===== src/rtl/param_core.sv =====
// Multi-cycle register-file ALU core: each accepted instruction walks
// IDLE -> LOAD -> EXEC -> WB, writing back and pulsing done on the edge leaving WB.
module param_core #(
  parameter int DATA_W  = 16,
  parameter int NREG    = 8,
  parameter int INSTR_W = 16
) (
  input  logic               clk,
  input  logic               reset,
  input  logic [INSTR_W-1:0] instruction,
  input  logic               run,
  output logic [DATA_W-1:0]  d_out,
  output logic               done,
  output logic               busy,
  output logic [2:0]         flags
);

  localparam int RA_W = $clog2(NREG);
  localparam logic [DATA_W-1:0] DW_L = DATA_W'(DATA_W);

  typedef enum logic [1:0] {IDLE, LOAD, EXEC, WB} state_e;
  typedef enum logic [2:0] {OP_ADD, OP_SUB, OP_AND, OP_OR, OP_XOR, OP_SHL, OP_SHR, OP_MOV} op_e;
  typedef enum logic [1:0] {FMT_REG, FMT_IMM, FMT_NOP, FMT_ILL} fmt_e;

  state_e             state_q, state_d;
  logic [INSTR_W-1:0] ir_q, ir_d;
  logic [DATA_W-1:0]  a_q, a_d;
  logic [DATA_W-1:0]  b_q, b_d;
  logic [DATA_W-1:0]  res_q, res_d;
  logic [DATA_W-1:0]  dout_q, dout_d;
  logic [2:0]         rflg_q, rflg_d;
  logic [2:0]         flags_q, flags_d;
  logic               done_q, done_d;
  logic               busy_q, busy_d;
  logic [DATA_W-1:0]  regs_q [NREG];
  logic [DATA_W-1:0]  regs_d [NREG];

  logic [RA_W-1:0]    rx, ry;
  op_e                op;
  fmt_e               fmt;
  logic [DATA_W-1:0]  imm;
  logic [DATA_W:0]    sum, diff;
  logic [DATA_W-1:0]  shamt;
  logic [DATA_W-1:0]  alu_res;
  logic               alu_c;

  // imm shares its upper bits with Ry; the size cast zero-extends or truncates
  assign rx  = ir_q[INSTR_W-1 -: RA_W];
  assign ry  = ir_q[INSTR_W-RA_W-1 -: RA_W];
  assign op  = op_e'(ir_q[4:2]);
  assign fmt = fmt_e'(ir_q[1:0]);
  assign imm = DATA_W'(ir_q[INSTR_W-RA_W-1:5]);

  always_comb begin
    sum     = {1'b0, a_q} + {1'b0, b_q};
    diff    = {1'b0, a_q} - {1'b0, b_q};
    shamt   = b_q % DW_L;
    alu_res = b_q;
    alu_c   = 1'b0;
    case (op)
      OP_ADD: begin
        alu_res = sum[DATA_W-1:0];
        alu_c   = sum[DATA_W];
      end
      OP_SUB: begin
        alu_res = diff[DATA_W-1:0];
        alu_c   = diff[DATA_W];
      end
      OP_AND: alu_res = a_q & b_q;
      OP_OR:  alu_res = a_q | b_q;
      OP_XOR: alu_res = a_q ^ b_q;
      OP_SHL: alu_res = a_q << shamt;
      OP_SHR: alu_res = a_q >> shamt;
      OP_MOV: alu_res = b_q;
    endcase
  end

  always_comb begin
    state_d = state_q;
    ir_d    = ir_q;
    a_d     = a_q;
    b_d     = b_q;
    res_d   = res_q;
    rflg_d  = rflg_q;
    dout_d  = dout_q;
    flags_d = flags_q;
    done_d  = 1'b0;
    regs_d  = regs_q;
    case (state_q)
      IDLE: begin
        if (run) begin
          ir_d    = instruction;
          state_d = LOAD;
        end
      end
      LOAD: begin
        a_d     = regs_q[rx];
        b_d     = (fmt == FMT_IMM) ? imm : regs_q[ry];
        state_d = EXEC;
      end
      EXEC: begin
        res_d = alu_res;
        if (fmt == FMT_REG || fmt == FMT_IMM) rflg_d = {1'b0, alu_c, alu_res == '0};
        else                                   rflg_d = {fmt == FMT_ILL, 2'b00};
        state_d = WB;
      end
      WB: begin
        if (fmt == FMT_REG || fmt == FMT_IMM) begin
          regs_d[rx] = res_q;
          dout_d     = res_q;
        end
        flags_d = rflg_q;
        done_d  = 1'b1;
        state_d = IDLE;
      end
    endcase
    busy_d = (state_d != IDLE);
  end

  always_ff @(posedge clk or negedge reset) begin
    if (!reset) begin
      state_q <= IDLE;
      ir_q    <= '0;
      a_q     <= '0;
      b_q     <= '0;
      res_q   <= '0;
      rflg_q  <= '0;
      dout_q  <= '0;
      flags_q <= '0;
      done_q  <= 1'b0;
      busy_q  <= 1'b0;
      regs_q  <= '{default: '0};
    end else begin
      state_q <= state_d;
      ir_q    <= ir_d;
      a_q     <= a_d;
      b_q     <= b_d;
      res_q   <= res_d;
      rflg_q  <= rflg_d;
      dout_q  <= dout_d;
      flags_q <= flags_d;
      done_q  <= done_d;
      busy_q  <= busy_d;
      regs_q  <= regs_d;
    end
  end

  assign d_out = dout_q;
  assign done  = done_q;
  assign busy  = busy_q;
  assign flags = flags_q;

endmodule


===== config.mk =====
export PLATFORM = sky130hd
export DESIGN_NAME = param_core
export DESIGN_NICKNAME = d
export VERILOG_FILES = /design/src/rtl/param_core.sv
export SDC_FILE = /design/constraint.sdc
export NUM_CORES = 1
export LEC_CHECK = 0
export ABC_AREA = 1
export BUFFER_PORTS_ARGS = -buffer_cell sky130_fd_sc_hd__buf_2
export CAP_MARGIN = 15
export CORE_MARGIN = 1.5
export CORE_UTILIZATION = 64
export DETAILED_ROUTE_END_ITERATION = 6
export PLACE_DENSITY_LB_ADDON = 0.3
export SYNTH_ARGS = -nofsm -noshare
export SYNTH_HDL_FRONTEND = slang
export SYNTH_SLANG_ARGS = --single-unit
export TNS_END_PERCENT = 20

===== constraint.sdc =====
create_clock -name clk -period 2.65 [get_ports clk]
set_input_delay 0.265 -clock clk [delete_from_list [all_inputs] [get_ports clk]]
set_output_delay 0.265 -clock clk [all_outputs]
set_load 0.01 [all_outputs]

Word-level counts from Yosys, hierarchy flattened
Index checks and enable logic that the tools add are counted.
W data, S select, Z words.
{ "word_totals": {"elab_cells": 67, "out_inout_bits": 21, "inputBits": 19, "reg_bits": 218} }
{ "op_classes": {"n_lt_le_gt_ge": 3, "mux": 16, "addsub": 2, "shift": 2, "n_bitwise": 5, "reduce_logical": 9, "eq_ne": 12} }
{ "op_table": {"columns": ["op", "count"], "rows": [
  ["$bwmux W128", 1],
  ["$pmux W16 S8", 1],
  ["$bmux W16 S3", 2],
  ["$mux W16", 6],
  ["$demux W16 S3", 1],
  ["$add A16 B16 Y17", 1],
  ["$sub A16 B16 Y17", 1],
  ["$and A16 B16 Y16", 1],
  ["$logic_not A16 Y1", 1],
  ["$or A16 B16 Y16", 1],
  ["$shl A16 B4 Y16", 1],
  ["$shr A16 B4 Y16", 1],
  ["$xor A16 B16 Y16", 1],
  ["$eq A3 B3 Y1 const B", 4],
  ["$ge A4 B4 Y1 const B", 2],
  ["$not A3 Y4", 2],
  ["$pmux W2 S4", 1],
  ["$eq A2 B2 Y1 const B", 3],
  ["$eq A3 B2 Y1 const B", 2],
  ["$eq A2 B1 Y1 const B", 2],
  ["$logic_not A2 Y1", 2],
  ["$lt A4 B1 Y1 const B", 1],
  ["$reduce_and A2 Y1", 2],
  ["$eq A3 B1 Y1 const B", 1],
  ["other kinds (8)", 8]
]} }

Depth between registers and ports, before layout
Gate-level depths: netlist of run 1.
{ "logic_depth": {"word_depth": 6, "mapped_depth": 20, "mapped_depth_nobuf": 19} }

Worst setup path before layout of run 1
No wires, ideal clock.
{ "synth_path": {"path_type": "register to register", "start": "register b_q[1]", "end": "register rflg_q[0]", "t_arrival_ps": 2266, "n_path_buf": 1, "slack_ps": 319, "t_required_ps": 2584, "stages_incl_launch_ff": 21, "synth_period_minus_slack_ps": 2331, "setup_time_ps": 66, "path_cell_list": "dfrtp_1 > inv_2 > clkbuf_1 > ha_1 > inv_1 > nand2_1 > nand2_1 > nand2_1 > inv_1 > nand3_1 > nand2_1 > nand2_1 > nand2_1 > nand2_1 > nand3_1 > nand2_1 > nor2_1 > nand2_1 > nor2_1 > nand2_1 > nand2_1"} }
{ "synth_via": {"elab_chain_cells": 4, "elab_cells_between_ends": 10, "classes_between": "add/sub: 2; shift: 2; mux: 2; bitwise: 3; reduce/logical: 1"} }
{ "synth_lines": {"columns": ["element", "line", "text"], "rows": [
  ["from (decl)", "28", "logic [DATA_W-1:0] b_q, b_d;"],
  ["from (signal assigned)", "125", "b_q <= '0;"],
  ["from (signal assigned)", "137", "b_q <= b_d;"],
  ["$sub A16 B16 Y17 (tied with other cells)", "56", "diff = {1'b0, a_q} - {1'b0, b_q};"],
  ["$pmux W16 S8 (*)", "60", "case (op)"],
  ["$logic_not A16 Y1 (*)", "103", "if (fmt == FMT_REG || fmt == FMT_IMM) rflg_d = {1'b0, alu_c, alu_res == '0};"],
  ["$mux W3 (*)", "103", null],
  ["to (signal assigned)", "139", "rflg_q <= rflg_d;"],
  ["to (decl)", "31", "logic [2:0] rflg_q, rflg_d;"]
]} }
Every way passes the cells marked *; elsewhere a longest branch is shown, timed or not.
A chain may end at the register's enable or synchronous reset.

Worst setup path after layout of run 1
{ "layout_path": {"start": "register b_q[3]", "end": "register rflg_q[0]"} }
Same word-level chain as after synthesis.

==> key figures, run 1 <==
Status
  • Result of the run: finished, violations left
  • Failing checks: DRC

Drt
  • Final routed DRC violation total: 4
  • Number of routed nets with antenna violations: 0
  • Vias per inst: between 6 and 7
  • Number of detailed-routing iterations run before antenna repair: 7
  • Total Wirelength: 48000 um
  • Average detailed-routed wire length per instance: 20.9 um
  • Via count: 14600
  • Starting DRT DRC Count: approximately 1900

Floorplan
  • Starting density of the core: 65.6%
  • Width of the die: ~150 um
  • Die Area: 22500 um2
  • Count of boundary I/O pins: 40
  • Core outline area: 21100 um2
  • Chip height: about 150 um
  • Std cell rows: 53

Clock tree
  • Clock tree from TritonCTS: done
  • Clock latency reported for the late side of the worst-skew pair: ~0.53 ns
  • Clock-pin slew of the registers on the worst-case setup and hold paths: 0.06 ns
  • TritonCTS Sinks: 218
  • TritonCTS Buffers: 24
  • Buffer cell driving the clock tree root: clkbuf_16
  • Maximum buffer depth of the clock tree: 3
  • H-tree levels: 1

Timing
  • Final Skew: approximately 0.013 ns
  • Relative slew slack: between 40% and 50%
  • Final hold violation count: 0
  • Post-layout worst setup margin: ~0.12 ns
  • Final setup viols: 0
  • Slew Limit Fails: 0
  • Least-Margin Pin Slew: about 0.75 ns
  • Fin Hold WS: around 0.0054 ns
  • Final critical-path required period: 2.53 ns
  • Ratio of final minimum period to clock period: a little over nine tenths
  • Top achievable clock speed: just under 0.4 GHz

Worst setup path
  • Slowest cell delay on critical path: between 0.3 and 0.4 ns
  • Startpoint type of the worst setup path: flip-flop
  • Most common cell on crit path: nand2_1
  • Combined buffer and inverter count along the critical path: 2
  • Origin of the critical flop-to-flop path: b_q[3]
  • Req. time, crit path: slightly above 3 ns
  • Worst endpoint data arrival time: approximately 3 ns
  • Slack of the worst reg-to-reg path: around 0.12 ns
  • Worst R2R Path Depth: 17
  • CP max-delay cell: dfrtp_1
  • Largest fanout on the critical path: 7
  • Critical Path, Cell by Cell: inv_1 > ha_1 > inv_2 > nand3_1 > nand2_1 > nand2_1 > nand2_1 > nand2_1 > nand3_1 > nand2_1 > nand3_1 > nand2_1 > nor2_1 > nand3_1 > nor2_1 > nand2_1 > nand2_1
  • Kind of cell adding the most delay to the critical path: simple AND/OR/NAND/NOR gates
  • CP endpoint kind: flip-flop
  • Worst reg2reg endpoint: rflg_q[0]
  • Critical path type: reg -> reg

Hold path
  • Worst Hold Path Cells: 3
  • Origin of the worst min-delay path: instruction[14]
  • Kind of path behind the tightest hold check: in -> reg
  • End point of the worst hold path: ir_q[14]

Synthesis
  • Synthesis-stage register bit count: 218
  • Post-synth EDFFs: 0
  • Gate count of the mapped netlist: slightly below 2000
  • Number of nets produced by synthesis: around 2000
  • Share of async-settable or async-resettable flops after synthesis: 100%
  • Most common library cells after synthesis: 478 x nand2_1, 273 x o21ai_0, 218 x dfrtp_1, 200 x inv_1, 196 x nand3_1
  • Post-synthesis sequential area ratio: just under 40%
  • Most common cell in the netlist: nand2_1
  • Dominant cell type by area after synthesis: dfrtp_1
  • Main area contributors after synthesis: dfrtp_1 39%, nand2_1 13%, o21ai_0 9.9%, nand3_1 7.1%, inv_1 5.4%
  • Yosys warning count: 0
  • Netlist cell types: 42
  • Share of the synthesized area in the top cell type: around 39%
  • Netlist Area Pre-Place: approximately 14000 um2
  • Most instantiated flip-flop cell in the synthesis netlist: dfrtp_1
  • Mean cell area of the mapped netlist: about 7.0 um2

Final layout
  • Layout overhead on the synthesized area: 13.6%
  • # fillers: 1627
  • Post-layout nets: 2077
  • Multi-input logic area: 7200 um2
  • Proportion of layout cells with a drive suffix above 1: between 10% and 20%
  • Register Area: ~5500 um2
  • Final design instance area without fill: around 16000 um2

Place
  • Place WS: between 0.03 and 0.04 ns
  • Number of buffers added on ports: 39
  • HPWL after detailed placement: between 30000 and 40000 um
  • Area of placed instances: 14600 um2
  • Final RePlAce weighted congestion: about 1.1

Run
  • Max-Cap Viols: 0

Power and ir drop
  • Part of the total power dissipated in sequential elements: between 20% and 30%
  • Combinational Power Share: between 50% and 60%
  • Lkg Pwr: ~7.4 nW
  • Maximum VDD drop: about 1.1 mV
  • Fraction of power consumed by the clock network: 18.3%
  • Power density cells: roughly 1400 nW/um2
  • Internal cell power: 10.9 mW
  • Switching power: 10.5 mW
  • Switching share of total power: slightly below 50%

Global route
  • Leftover overflow at the end of global routing: 0
  • Vias in the first global route: 14000
  • Number of antenna violations at the first check in global routing: 0
  • Total GRT Usage: 43.5%
  • First-pass GRT wire length: 75100 um
  • Maximum number of pins on one net before global-route repair: slightly below 90
## metal layers
layer / vias up / GRT usage, % / part of all wire (%)
met5: - / 0 / 0
li1: 6590 / - / -
met3: 227 / 9.85 / 11
met1: 6807 / 56.1 / 38
met2: 966 / 68.0 / 45
met4: 0 / 23.6 / 5.8
## cells by family (layout without fill, tap and decap cells)
kind of cell | after synthesis | in the layout | share of synthesized area [%]
simple gates | 878 | 878 | 26.4
compound gates | 483 | 483 | 19.2
xor+xnor | 1 | 1 | 0.0633
fa+ha+maj | 56 | 56 | 5.17
other cells | 0 | 1 | 0
mux | 7 | 7 | 0.570
flops | 218 | 218 | 39.4
buf+inv | 320 | 377 | 9.11
## worst max-delay path by stage
stage	to	from	cells after the start
floorplan	rflg_q[0]	b_q[1]	20
global placement	rflg_q[0]	b_q[6]	16
detailed placement	rflg_q[0]	a_q[4]	16
CTS	rflg_q[0]	a_q[4]	16
global route	rflg_q[0]	a_q[0]	18
finish	rflg_q[0]	b_q[3]	17
## final cells by class
type | instances | share of cell area [%]
clock buffers | 31 | 4.38
multi-input cells | 1425 | 45.8
clock inverters | 13 | 1.59
well taps | 275 | 2.19
diodes | 1 | 0.0159
repair buffers | 124 | 6.27
inverters | 209 | 4.99
flip-flops and latches | 218 | 34.7
## cells in the final DEF (no fill, tap or decap), types with 4 or more instances in the layout
cell           instances
bufinv_16              7
clkbuf_8               4
ha_1                  47
nor2_2                 8
nand4_1               17
nand2_1              476
o221ai_1               5
o22ai_1                8
nor2_1               145
o21ai_1                5
buf_2                 38
and2_1                 4
or2_2                  6
nor3_1                15
buf_4                 68
inv_1                197
a221oi_1              28
nand2_2                4
clkbuf_16             25
o211ai_1              26
buf_12                10
nand3_1              196
mux2_2                 7
inv_2                 10
dlygate4sd3_1          7
dfrtp_1              215
ha_2                   6
o21ai_0              272
o21bai_1               4
a21oi_1              118
## tightest hold or removal path: cells and delay by family
family | cells | cell delay, ns
compound gates | 1 | 0.11
buf+inv | 1 | 0.07
simple gates | 1 | 0.03
## stage by stage
| step | TNS [ns] | util, % | total power [mW] | instances |
|---|---|---|---|---|
| final | 0 | 74.5 | 21.4 | 2296 |
| after global routing | -0.00538 | 74.5 | 22.7 | 2295 |
| after CTS | 0 | 74.2 | 20.8 | 2294 |
| after detailed placement | 0 | 69.4 | 16.7 | 2243 |
| after global placement | 0 | 69.4 | 16.5 | 2243 |
| after floorplan | 0 | - | 12.7 | 1963 |
## flip-flops by register name, indices dropped and copies added (netlist names)
| name | count |
|---|---|
| flags | 3 |
| a_q | 16 |
| busy | 1 |
| res_q | 16 |
| d_out | 16 |
| rflg_q | 3 |
| b_q | 16 |
| regs_q | 128 |
| ir_q | 16 |
| done | 1 |
| state_q | 2 |
## power groups by stage
stage / registers (mW) / logic [mW] / clock network (mW)
after global placement: 5.66 / 10.8 / 0
final: 5.77 / 11.7 / 3.92
after CTS: 5.70 / 11.1 / 3.93
after global routing: 5.89 / 12.7 / 4.06
after detailed placement: 5.71 / 11.0 / 0
after floorplan: 5.43 / 7.30 / 0
## timing repair
action | CTS | global route
gates resized for setup | 0 | 23
hold buffers | 7 | 0
hold endpoints to repair | 90 | 0
setup endpoints to repair | 0 | 7
setup buffers | 0 | 1
No activity file was read; power rests on OpenSTA's default activity.
==> run 2, diff against run 1 <==
--- a/config.mk
+++ b/config.mk
@@ -8,6 +8,7 @@
 export ABC_AREA = 1
 export BUFFER_PORTS_ARGS = -buffer_cell sky130_fd_sc_hd__buf_2
 export CAP_MARGIN = 15
+export CORE_ASPECT_RATIO = 0.8
 export CORE_MARGIN = 1.5
 export CORE_UTILIZATION = 64
 export DETAILED_ROUTE_END_ITERATION = 6
==> run 2 against run 1 <==
The run still ends with DRC left. Largest power group unchanged. Total power up 3.1%. Combinational power up 9%. Highest routed layer unchanged. Via count up 3.9%. Critical path type unchanged.
==> key figures, run 2 (synthesis results as in run 1) <==
Floorplan
  • Count of boundary I/O pins: 40
  • Chip height: between 100 and 150 um
  • Core outline area: roughly 21000 um2
  • Die Area: around 23000 um2
  • Std cell rows: 47
  • Starting density of the core: roughly 66%
  • Width of the die: roughly 170 um

Drt
  • Starting DRT DRC Count: 2983
  • Total Wirelength: between 50000 and 60000 um
  • Vias per inst: between 6 and 7
  • Number of detailed-routing iterations run before antenna repair: 7
  • Via count: 15200
  • Number of routed nets with antenna violations: 0
  • Average detailed-routed wire length per instance: around 22 um
  • Final routed DRC violation total: 43

Clock tree
  • Clock latency reported for the late side of the worst-skew pair: approximately 0.52 ns
  • TritonCTS Sinks: around 220
  • Clock-pin slew of the registers on the worst-case setup and hold paths: approximately 0.070 ns
  • Buffer cell driving the clock tree root: clkbuf_16
  • TritonCTS Buffers: 23
  • H-tree levels: 1
  • Maximum buffer depth of the clock tree: 3
  • Clock tree from TritonCTS: done

Global route
  • Total GRT Usage: roughly 45%
  • First-pass GRT wire length: roughly 78000 um
  • Vias in the first global route: roughly 14000
  • Maximum number of pins on one net before global-route repair: 98
  • Number of antenna violations at the first check in global routing: 0
  • Leftover overflow at the end of global routing: 0

Worst setup path
  • Slowest cell delay on critical path: 0.42 ns
  • Worst endpoint data arrival time: 3.06 ns
  • Worst R2R Path Depth: 14
  • CP endpoint kind: flip-flop
  • Req. time, crit path: about 3.1 ns
  • Critical Path, Cell by Cell: inv_1 > ha_2 > inv_1 > o21bai_1 > nor2_1 > nand2_1 > nand2_1 > nand3_1 > a21oi_1 > nor2_1 > nand3_1 > nor2_2 > nand2_1 > nand2_1
  • Startpoint type of the worst setup path: flip-flop
  • Largest fanout on the critical path: 7
  • Origin of the critical flop-to-flop path: a_q[7]
  • Kind of cell adding the most delay to the critical path: simple AND/OR/NAND/NOR gates
  • Worst reg2reg endpoint: rflg_q[0]
  • Most common cell on crit path: nand2_1
  • Slack of the worst reg-to-reg path: roughly 0.041 ns
  • Critical path type: reg -> reg
  • CP max-delay cell: dfrtp_2
  • Combined buffer and inverter count along the critical path: 2

Timing
  • Ratio of final minimum period to clock period: between 90 and 100%
  • Slew Limit Fails: 0
  • Setup TNS: 0 ns
  • Post-layout worst setup margin: 0.0414 ns
  • Final setup viols: 0
  • Least-Margin Pin Slew: 0.944 ns
  • Final hold violation count: 0
  • Top achievable clock speed: 0.383 GHz
  • Final critical-path required period: around 2.6 ns
  • Relative slew slack: 37.0%
  • Final Skew: roughly 0.014 ns

Hold path
  • Origin of the worst min-delay path: instruction[2]
  • End point of the worst hold path: ir_q[2]
  • Worst Hold Path Cells: 3
  • Kind of path behind the tightest hold check: in -> reg

Final layout
  • Commonest non-fill, non-tap cell in the layout: nand2_1
  • Post-layout nets: 2107
  • Register with the most flip-flops: regs_q
  • Diodes inserted: 0
  • Number of flip-flops in the largest register: between 100 and 150
  • Post-layout util: between 70 and 80%
  • # fillers: approximately 1500
  • Proportion of layout cells with a drive suffix above 1: about an eighth
  • Layout overhead on the synthesized area: 15.1%
  • Most frequent cells in the layout: 469 x nand2_1, 271 x o21ai_0, 215 x dfrtp_1

Place
  • Number of buffers added on ports: 39
  • Final RePlAce weighted congestion: between 1 and 1.5
  • Place WS: -0.0259 ns
  • HPWL after detailed placement: between 30000 and 40000 um

Power and ir drop
  • Power density cells: 1380 nW/um2
  • Lkg Pwr: about 7.5 nW
  • Maximum VDD drop: around 1.4 mV

Status
  • Result of the run: finished, violations left
  • Failing checks: DRC

Run
  • Max-Cap Viols: 0
-- run 2: cell types whose count changed in the layout (fill, tap and decap cells not counted), sizes merged, moves of 2 or more --
cell,delta
clkbuf,-3
buf,+34
clkinv,+2
bufinv,-2
dlygate4sd3,-3
-- run 2: worst reg2reg max path, stage by stage, from the launching register on --
cell	delay (ns)
dfrtp_2	0.42
inv_1	0.08
ha_2	0.42
inv_1	0.12
o21bai_1	0.38
nor2_1	0.12
nand2_1	0.18
nand2_1	0.09
nand3_1	0.07
a21oi_1	0.07
nor2_1	0.14
nand3_1	0.13
nor2_2	0.20
nand2_1	0.08
nand2_1	0.06
-- run 2: cell type report --
| class | instances | area [um2] | area share (%) |
|---|---|---|---|
| clock buffers | 28 | 624 | 3.92 |
| clock inverters | 13 | 213 | 1.34 |
| inverters | 209 | 785 | 4.93 |
| multi-input cells | 1425 | 7250 | 45.5 |
| flip-flops and latches | 218 | 5460 | 34.3 |
| well taps | 269 | 337 | 2.11 |
| repair buffers | 155 | 1260 | 7.92 |
-- run 2: per-layer routing --
layer | track usage (%) | vias to the layer above | wire length, um
li1 | - | 6646 | -
met1 | 63.2 | 6941 | 19200
met5 | 0 | - | 0
met2 | 67.4 | 1340 | 21500
met4 | 18.6 | 0 | 2370
met3 | 9.88 | 233 | 7620
-- run 2: how the worst max path moves through the flow --
stage                start  cells after the start   endpoint  slack, ns
floorplan           b_q[1]                     20  rflg_q[0]       0.32
global route        a_q[0]                     18  rflg_q[0]      -0.09
CTS                 a_q[0]                     18  rflg_q[0]       0.02
detailed placement  a_q[4]                     14  rflg_q[0]      -0.03
finish              a_q[7]                     14  rflg_q[0]       0.04
global placement    a_q[4]                     14  rflg_q[0]      0.009
-- run 2: report_power, final --
group	total (mW)	switching, mW	leakage (nW)	internal, mW
sequential	5.75	1.13	2.87	4.62
combinational	12.7	8.42	4.24	4.26
clock	3.60	1.42	0.405	2.18
total	22.0	11.0	7.52	11.1
-- run 2: per-stage QoR --
step                      hold WS (ns)  power (mW)  instance area, um2  cells
after floorplan                -0.0306        12.7               13800   1963
after global placement           0.312        17.0               14900   2266
after detailed placement         0.315        17.3               14900   2266
after CTS                      0.00612        21.0               15800   2310
after global routing            0.0153        23.2               15900   2317
final                          0.00846        22.0               15900   2317
-- run 2: timing repair --
action / 4_1_cts / 5_1_grt
setup endpoints to repair: 2 / 11
resized for setup: 3 / 33
cloned: 0 / 0
endpoints found under the hold margin: 85 / 1
setup buffers: 0 / 6
hold buffers: 3 / 1
pin swaps: 0 / 6
